**src/rtl/sensor_pkg.sv**
```systemverilog
// Shared types and constants for the sensor frame transmitter.
// Frame layout: header, type, four LSB-first words, checksum.
package sensor_pkg;

  localparam logic [7:0] HEADER = 8'h55;
  localparam int FRAME_BYTES = 11;

  typedef enum logic [7:0] {
    MSG_ACCEL = 8'h51,
    MSG_ANGLE = 8'h53
  } sensor_msg_t;

  typedef enum logic [2:0] {
    IDLE,
    GAP,
    START,
    DATA,
    STOP
  } tx_state_t;

  function automatic logic [7:0] frame_byte(
    input logic [3:0]       idx,
    input logic [7:0]       hdr,
    input logic [7:0]       typ,
    input logic [3:0][15:0] d,
    input logic [7:0]       cs
  );
    logic [2:0]  j;
    logic [15:0] w;
    j = 3'(idx - 4'd2);
    w = d[j[2:1]];
    unique case (1'b1)
      idx == 4'd0: frame_byte = hdr;
      idx == 4'd1: frame_byte = typ;
      idx == 4'(FRAME_BYTES - 1): frame_byte = cs;
      default: frame_byte = j[0] ? w[15:8] : w[7:0];
    endcase
  endfunction

endpackage

```
**src/rtl/sensor_frame_tx_if.sv**
```systemverilog
// Frame request handshake plus UART line and status.
// master = frame requester, slave = transmitter.
interface sensor_frame_tx_if;
  logic             in_valid;
  logic             in_ready;
  logic [7:0]       msg_type;
  logic [3:0][15:0] data;
  logic             tx;
  logic             busy;
  logic             done;

  modport master (
    output in_valid, msg_type, data,
    input  in_ready, tx, busy, done
  );

  modport slave (
    input  in_valid, msg_type, data,
    output in_ready, tx, busy, done
  );
endinterface

```
**src/rtl/sensor_frame_tx_uart_byte_tx.sv**
```systemverilog
// Byte serializer: idle gap, start, 8 data bits LSB first, stop.
// ready/done are high in the last stop cycle so bytes chain seamlessly.
module uart_byte_tx
  import sensor_pkg::*;
#(
  parameter int CLKS_PER_BIT = 8,
  parameter int IDLE_BITS    = 1
) (
  input  logic       clk_uart,
  input  logic       rst,
  input  logic       start,
  input  logic [7:0] din,
  output logic       tx,
  output logic       ready,
  output logic       done
);

  localparam int GAP_LEN = IDLE_BITS * CLKS_PER_BIT;
  localparam int CNT_MAX =
    (GAP_LEN > CLKS_PER_BIT) ? GAP_LEN : CLKS_PER_BIT;
  localparam int CW = $clog2(CNT_MAX + 1);
  localparam logic [CW-1:0] BIT_END = CW'(CLKS_PER_BIT - 1);
  localparam logic [CW-1:0] PRE_END = CW'(CLKS_PER_BIT - 2);
  localparam logic [CW-1:0] GAP_END = CW'(GAP_LEN - 1);

  tx_state_t     state;
  logic [CW-1:0] cnt;
  logic [2:0]    bitn;
  logic [7:0]    sh;
  logic          launch;

  assign launch = start && ready;

  always_ff @(posedge clk_uart) begin
    if (rst) begin
      state <= IDLE;
      cnt   <= '0;
      bitn  <= '0;
      sh    <= '0;
      tx    <= 1'b1;
      ready <= 1'b0;
      done  <= 1'b0;
    end else begin
      done <= 1'b0;
      cnt  <= cnt + 1'b1;
      if (launch) begin
        state <= (GAP_LEN > 0) ? GAP : START;
        tx    <= (GAP_LEN > 0);
        cnt   <= '0;
        sh    <= din;
        ready <= 1'b0;
      end else begin
        unique case (state)
          IDLE: begin
            ready <= 1'b1;
            cnt   <= '0;
          end
          GAP: if (cnt == GAP_END) begin
            state <= START;
            tx    <= 1'b0;
            cnt   <= '0;
          end
          START: if (cnt == BIT_END) begin
            state <= DATA;
            tx    <= sh[0];
            sh    <= sh >> 1;
            bitn  <= '0;
            cnt   <= '0;
          end
          DATA: if (cnt == BIT_END) begin
            cnt <= '0;
            if (bitn == 3'd7) begin
              state <= STOP;
              tx    <= 1'b1;
            end else begin
              tx   <= sh[0];
              sh   <= sh >> 1;
              bitn <= bitn + 3'd1;
            end
          end
          STOP: begin
            // flag the final stop cycle one edge early
            if (cnt == PRE_END) begin
              done  <= 1'b1;
              ready <= 1'b1;
            end
            if (cnt == BIT_END) begin
              state <= IDLE;
              cnt   <= '0;
            end
          end
          default: state <= IDLE;
        endcase
      end
    end
  end

endmodule

```
**src/rtl/sensor_frame_tx.sv**
```systemverilog
// Sensor frame transmitter: frame sequencing, byte mux, checksum.
// Next byte is handed over in the last stop cycle of the previous one.
module sensor_frame_tx #(
  parameter int         CLKS_PER_BIT = 8,
  parameter int         IDLE_BITS    = 1,
  parameter logic [7:0] HEADER       = sensor_pkg::HEADER
) (
  input logic              clk_uart,
  input logic              rst,
  sensor_frame_tx_if.slave bus
);

  localparam logic [3:0] LAST = 4'(sensor_pkg::FRAME_BYTES - 1);

  logic [7:0]       msg_r;
  logic [7:0]       csum;
  logic [7:0]       cur;
  logic [3:0][15:0] data_r;
  logic [3:0]       idx;
  logic [3:0]       nidx;
  logic             frame;
  logic             last;
  logic             accept;
  logic             next_b;
  logic             b_ready;
  logic             b_done;
  logic             done_i;
  logic             ready_i;
  logic             tx_line;

  assign last    = idx == LAST;
  assign done_i  = frame && last && b_done;
  assign ready_i = b_ready && (!frame || last);
  assign accept  = bus.in_valid && ready_i;
  assign next_b  = frame && b_done && !last;
  assign nidx    = idx + 4'd1;
  assign cur     = accept ? HEADER :
    sensor_pkg::frame_byte(nidx, HEADER, msg_r, data_r, csum);

  assign bus.in_ready = ready_i;
  assign bus.done     = done_i;
  assign bus.busy     = frame && !done_i;
  assign bus.tx       = tx_line;

  always_ff @(posedge clk_uart) begin
    if (rst) begin
      frame  <= 1'b0;
      idx    <= '0;
      csum   <= '0;
      msg_r  <= '0;
      data_r <= '0;
    end else if (accept) begin
      frame  <= 1'b1;
      idx    <= '0;
      csum   <= HEADER;
      msg_r  <= bus.msg_type;
      data_r <= bus.data;
    end else if (next_b) begin
      idx <= nidx;
      if (nidx != LAST) csum <= csum + cur;
    end else if (done_i) begin
      frame <= 1'b0;
    end
  end

  uart_byte_tx #(
    .CLKS_PER_BIT(CLKS_PER_BIT),
    .IDLE_BITS   (IDLE_BITS)
  ) u_byte (
    .clk_uart(clk_uart),
    .rst     (rst),
    .start   (accept || next_b),
    .din     (cur),
    .tx      (tx_line),
    .ready   (b_ready),
    .done    (b_done)
  );

endmodule
```
**src/flat_wrapper.sv**
```systemverilog
// flat-port wrapper written by rule: the top's interface ports become plain ports
module sensor_frame_tx_flat 
#(
  parameter int         CLKS_PER_BIT = 8,
  parameter int         IDLE_BITS    = 1,
  parameter logic [7:0] HEADER       = sensor_pkg::HEADER
)
  (clk_uart, rst, bus_in_valid, bus_msg_type, bus_data, bus_in_ready, bus_tx, bus_busy, bus_done);
  sensor_frame_tx_if bus_i ();
  input logic clk_uart;
  input logic rst;
  input wire logic [$bits(bus_i.in_valid)-1:0] bus_in_valid;
  input wire logic [$bits(bus_i.msg_type)-1:0] bus_msg_type;
  input wire logic [$bits(bus_i.data)-1:0] bus_data;
  output wire logic [$bits(bus_i.in_ready)-1:0] bus_in_ready;
  output wire logic [$bits(bus_i.tx)-1:0] bus_tx;
  output wire logic [$bits(bus_i.busy)-1:0] bus_busy;
  output wire logic [$bits(bus_i.done)-1:0] bus_done;
  assign bus_i.in_valid = bus_in_valid;
  assign bus_i.msg_type = bus_msg_type;
  assign bus_i.data = bus_data;
  assign bus_in_ready = bus_i.in_ready;
  assign bus_tx = bus_i.tx;
  assign bus_busy = bus_i.busy;
  assign bus_done = bus_i.done;
  sensor_frame_tx #(.CLKS_PER_BIT(CLKS_PER_BIT), .IDLE_BITS(IDLE_BITS), .HEADER(HEADER)) u_core (.clk_uart(clk_uart), .rst(rst), .bus(bus_i));
endmodule
```
**config.mk**
```make
export PLATFORM = sky130hd
export DESIGN_NAME = sensor_frame_tx_flat
export DESIGN_NICKNAME = d
export VERILOG_FILES = /design/src/rtl/sensor_pkg.sv /design/src/rtl/sensor_frame_tx_if.sv /design/src/rtl/sensor_frame_tx_uart_byte_tx.sv /design/src/rtl/sensor_frame_tx.sv /design/src/flat_wrapper.sv
export SDC_FILE = /design/constraint.sdc
export NUM_CORES = 1
export LEC_CHECK = 0
export CORE_MARGIN = 5
export CORE_UTILIZATION = 58
export CTS_CLUSTER_DIAMETER = 40
export DETAILED_ROUTE_END_ITERATION = 10
export PLACE_DENSITY = 0.85
export SLEW_MARGIN = 20
export SYNTH_ARGS = -nofsm -noshare
export SYNTH_HDL_FRONTEND = slang
export SYNTH_SLANG_ARGS = --single-unit
```
**constraint.sdc**
```tcl
create_clock -name clk_uart -period 9.4 [get_ports clk_uart]
set_input_delay 1.41 -clock clk_uart [delete_from_list [all_inputs] [get_ports clk_uart]]
set_output_delay 1.41 -clock clk_uart [all_outputs]
set_load 0.005 [all_outputs]
```
==> load_flow_metrics.sql <==
INSERT INTO impl_metrics (metric_group, metric, value, unit) VALUES
('die', 'design.core.area', '8636', 'um^2'),
('cts', 'clk_pin_slew', '100', 'ps'),
('pwr', 'clock_power_share', '32.5', '%'),
('cells_and_area', 'drive_above_1_share', '4.662', '%'),
('cts', 'clk_root_buffer_cell', 'clkbuf_8', ''),
('logic_synthesis', 'synth_seq_cells', '106', ''),
('timing', 'finalSetupTns', '0', 'ps'),
('worst_setup_path', 'crit_path_max_fanout', '77', ''),
('worst_setup_path', 'worst-setup-path-type', 'in2reg', ''),
('logic_synthesis', 'post_synth_main_area_contributors', 'dfxtp_1 (42%), nand2_1 (13%), a21oi_1 (9.0%)', ''),
('detailed_routing', 'firstDrtPassIters', '4', ''),
('placement', 'placer_s_final_routability_congestion_estimate', '0.9103', ''),
('cts', 'worstSkewPairLatency', '370', 'ps'),
('cts', 'number_of_cells_upsized_or_downsized_after_cts', '0', ''),
('logic_synthesis', 'post-synth-top-area-fraction', '41.56', '%'),
('die', 'die_h', '103.8', 'um'),
('cts', 'h_tree_level_count', '3', ''),
('global_route', 'grt_overflow', '0', ''),
('detailed_routing', 'maxUsedRoutingLayer', 'met4', ''),
('pwr', 'static-leakage-power', '2.262', 'nW'),
('detailed_routing', 'post-route-drc-count', '0', ''),
('global_route', 'grt_pass1_vias', '4283', ''),
('logic_synthesis', 'syn_inst', '609', ''),
('hold_path', 'holdCritStartpoint', 'u_core.data_r[18]', ''),
('logic_synthesis', 'synth_sequential_area_ratio', '41.56', '%'),
('logic_synthesis', 'syn_nets', '700', ''),
('worst_setup_path', 'crit_arrival', '5020', 'ps'),
('hold_path', 'hold_class', 'reg2reg', ''),
('worst_setup_path', 'critical_path.startpoint', 'bus_in_valid', ''),
('global_route', 'grt_max_degree', '90', ''),
('pwr', 'power_switching', '0.2241', 'mW'),
('pwr', 'sequential_cell_fraction_of_total_power', '54.9', '%'),
('detailed_routing', 'wl_met2', '5787', 'um'),
('timing', 'finalSetupViolCount', '0', ''),
('cts', 'cts_buffer_depth', '2', ''),
('timing', 'max_slew_margin', '28.41', '%'),
('logic_synthesis', 'synth_largest_area_cell', 'dfxtp_1', ''),
('timing', 'grt_setup_unrepaired', 'no', ''),
('timing', 'timing_max_transition_violations_final', '0', ''),
('worst_setup_path', 'worstSetupEndpointType', 'flop', ''),
('status', 'status', 'complete, no violations', ''),
('worst_setup_path', 'timing.critical_path.required', '9690', 'ps'),
('logic_synthesis', 'netlist_area', '5106', 'um^2'),
('logic_synthesis', 'most_repeated_cell_in_the_gate_level_netlist_after_synthesis', 'nand2_1', ''),
('global_route', 'groute.usage.overall', '21.65', '%'),
('timing', 'fmaxAchievable', '211.2', 'MHz'),
('cells_and_area', 'layout.filler_cells', '684', ''),
('timing', 'fin_crit_sh', '50.37', '%'),
('pwr', 'pwr-share-comb', '12.6', '%'),
('detailed_routing', 'wl', '11850', 'um'),
('die', 'rows', '34', ''),
('cells_and_area', 'number_of_nets_in_the_finished_design', '751', ''),
('cells_and_area', 'multiInputGateArea', '2770', 'um^2'),
('worst_setup_path', 'startpoint_class', 'input port', ''),
('detailed_routing', 'routed_length_on_met1', '5295', 'um'),
('timing', 'timing_worst_slew_pin_value', '1072', 'ps'),
('timing', 'post_route_minimum_period', '4735', 'ps'),
('logic_synthesis', 'synth-async-reset-ratio', '0', '%'),
('cts', 'postCtsHoldBufs', '0', ''),
('detailed_routing', 'final_antenna_violating_net_count', '0', ''),
('logic_synthesis', 'netlist-cell-type-count', '50', ''),
('die', 'die_w', '103.8', 'um'),
('cts', 'post_cts_buffers', '0', ''),
('logic_synthesis', 'yosys_warnings', '0', ''),
('cells_and_area', 'ff_latch_area', '2122', 'um^2'),
('global_route', 'grt_pass1_wl', '19710', 'um'),
('pwr', 'worst_vdd_rail_ir_drop', '0.1028', 'mV'),
('run', 'timing.max_cap.violations', '0', ''),
('cells_and_area', 'areaGrowthSynthToFinish', '18.60', '%'),
('timing', 'timing_hold_violations_final', '0', ''),
('detailed_routing', 'dr.first_iter.drc_count', '213', '');
[worst max-delay path: stages]
cell and delay, ps:
clkdlybuf4s50_1 430, nand2_2 60, buf_4 580, o21ai_0 450, a2111o_1 520, ha_1 220, a21o_1 170, a211oi_1 230
nor2_1 90, o41ai_1 310, xnor2_1 210, nand3_1 130, a21oi_2 190
[per-layer routing]
layer	GRT usage (%)	vias to the layer above
met3	4.415	22
met4	7.401	0
met5	0	-
li1	-	2187
met2	36.11	103
met1	27.94	2064
[final cells by class]
cell class / instances / share of cell area (%)
Multi-Input combinational cell: 454 / 45.74
Sequential cell: 106 / 35.04
Timing Repair Buffer: 81 / 13.18
Tap cell: 108 / 2.231
Clock buffer: 9 / 2.045
Clock inverter: 7 / 1.260
Inverter: 8 / 0.4959
[registers in the layout, summed over array words and instances, names as in the netlist]
register,cells
u_core.csum,8
u_core.data_r,64
u_core.frame,1
u_core.idx,4
u_core.msg_r,8
u_core.u_byte.bitn,3
u_core.u_byte.cnt,4
u_core.u_byte.done,1
u_core.u_byte.ready,1
u_core.u_byte.sh,8
u_core.u_byte.state,3
u_core.u_byte.tx,1
[cell families (layout without fill, tap and decap cells)]
| kind of cell | count (synthesis) | in the layout | share of synthesized area [%] |
|---|---|---|---|
| mux | 27 | 27 | 10.44 |
| fa+ha+maj | 16 | 16 | 4.068 |
| simple gates | 264 | 264 | 21.81 |
| flops | 106 | 106 | 41.56 |
| compound gates | 136 | 136 | 15.61 |
| buf+inv | 49 | 105 | 4.263 |
| xor+xnor | 11 | 11 | 2.254 |
[cells in the final DEF, fill, tap and decap left out, types with 6 or more instances in the layout]
cell type / netlist / layout
nand2_1: 180 / 179
o21ai_0: 9 / 9
nor2b_1: 6 / 6
xnor2_1: 6 / 6
clkdlybuf4s50_1: 0 / 77
nor3_1: 9 / 9
and2_1: 11 / 10
inv_1: 7 / 7
clkbuf_8: 1 / 9
mux2i_1: 9 / 9
a211oi_1: 13 / 13
nand3_1: 8 / 8
nor2_1: 32 / 32
mux4_1: 16 / 16
dfxtp_1: 106 / 106
ha_1: 15 / 15
a21oi_1: 92 / 92
[final timing paths]
path / to / slack (ps) / depth (start not counted)
worst max-delay path: u_core.csum[7] / 4660 / 13
worst min-delay path: u_core.data_r[18] / 460 / 2
worst max register to register: u_core.csum[7] / 4740 / 16
worst min register to register: u_core.data_r[18] / 460 / 2
[metrics by stage]
step	setup WS [ps]	cell area [um^2]	utilization, %	hold slack [ps]	power (mW)
after detailed placement	4366	5856	67.81	442.9	0.6016
final	4665	6056	70.12	456.7	0.8762
after floorplan	5535	5106	-	429.7	0.5525
after global routing	4333	6056	70.12	472.1	0.9176
after global placement	4468	5856	67.81	438.2	0.5975
after CTS	4721	6056	70.12	457.5	0.8829
[power by group through the flow]
stage | logic [mW] | clock network, mW | registers, mW
final | 0.111 | 0.285 | 0.481
after global routing | 0.123 | 0.312 | 0.483
after CTS | 0.111 | 0.291 | 0.481
after detailed placement | 0.110 | 0 | 0.491
after global placement | 0.108 | 0 | 0.490
after floorplan | 0.0659 | 0 | 0.487
Power figures use the tool's default switching activity.
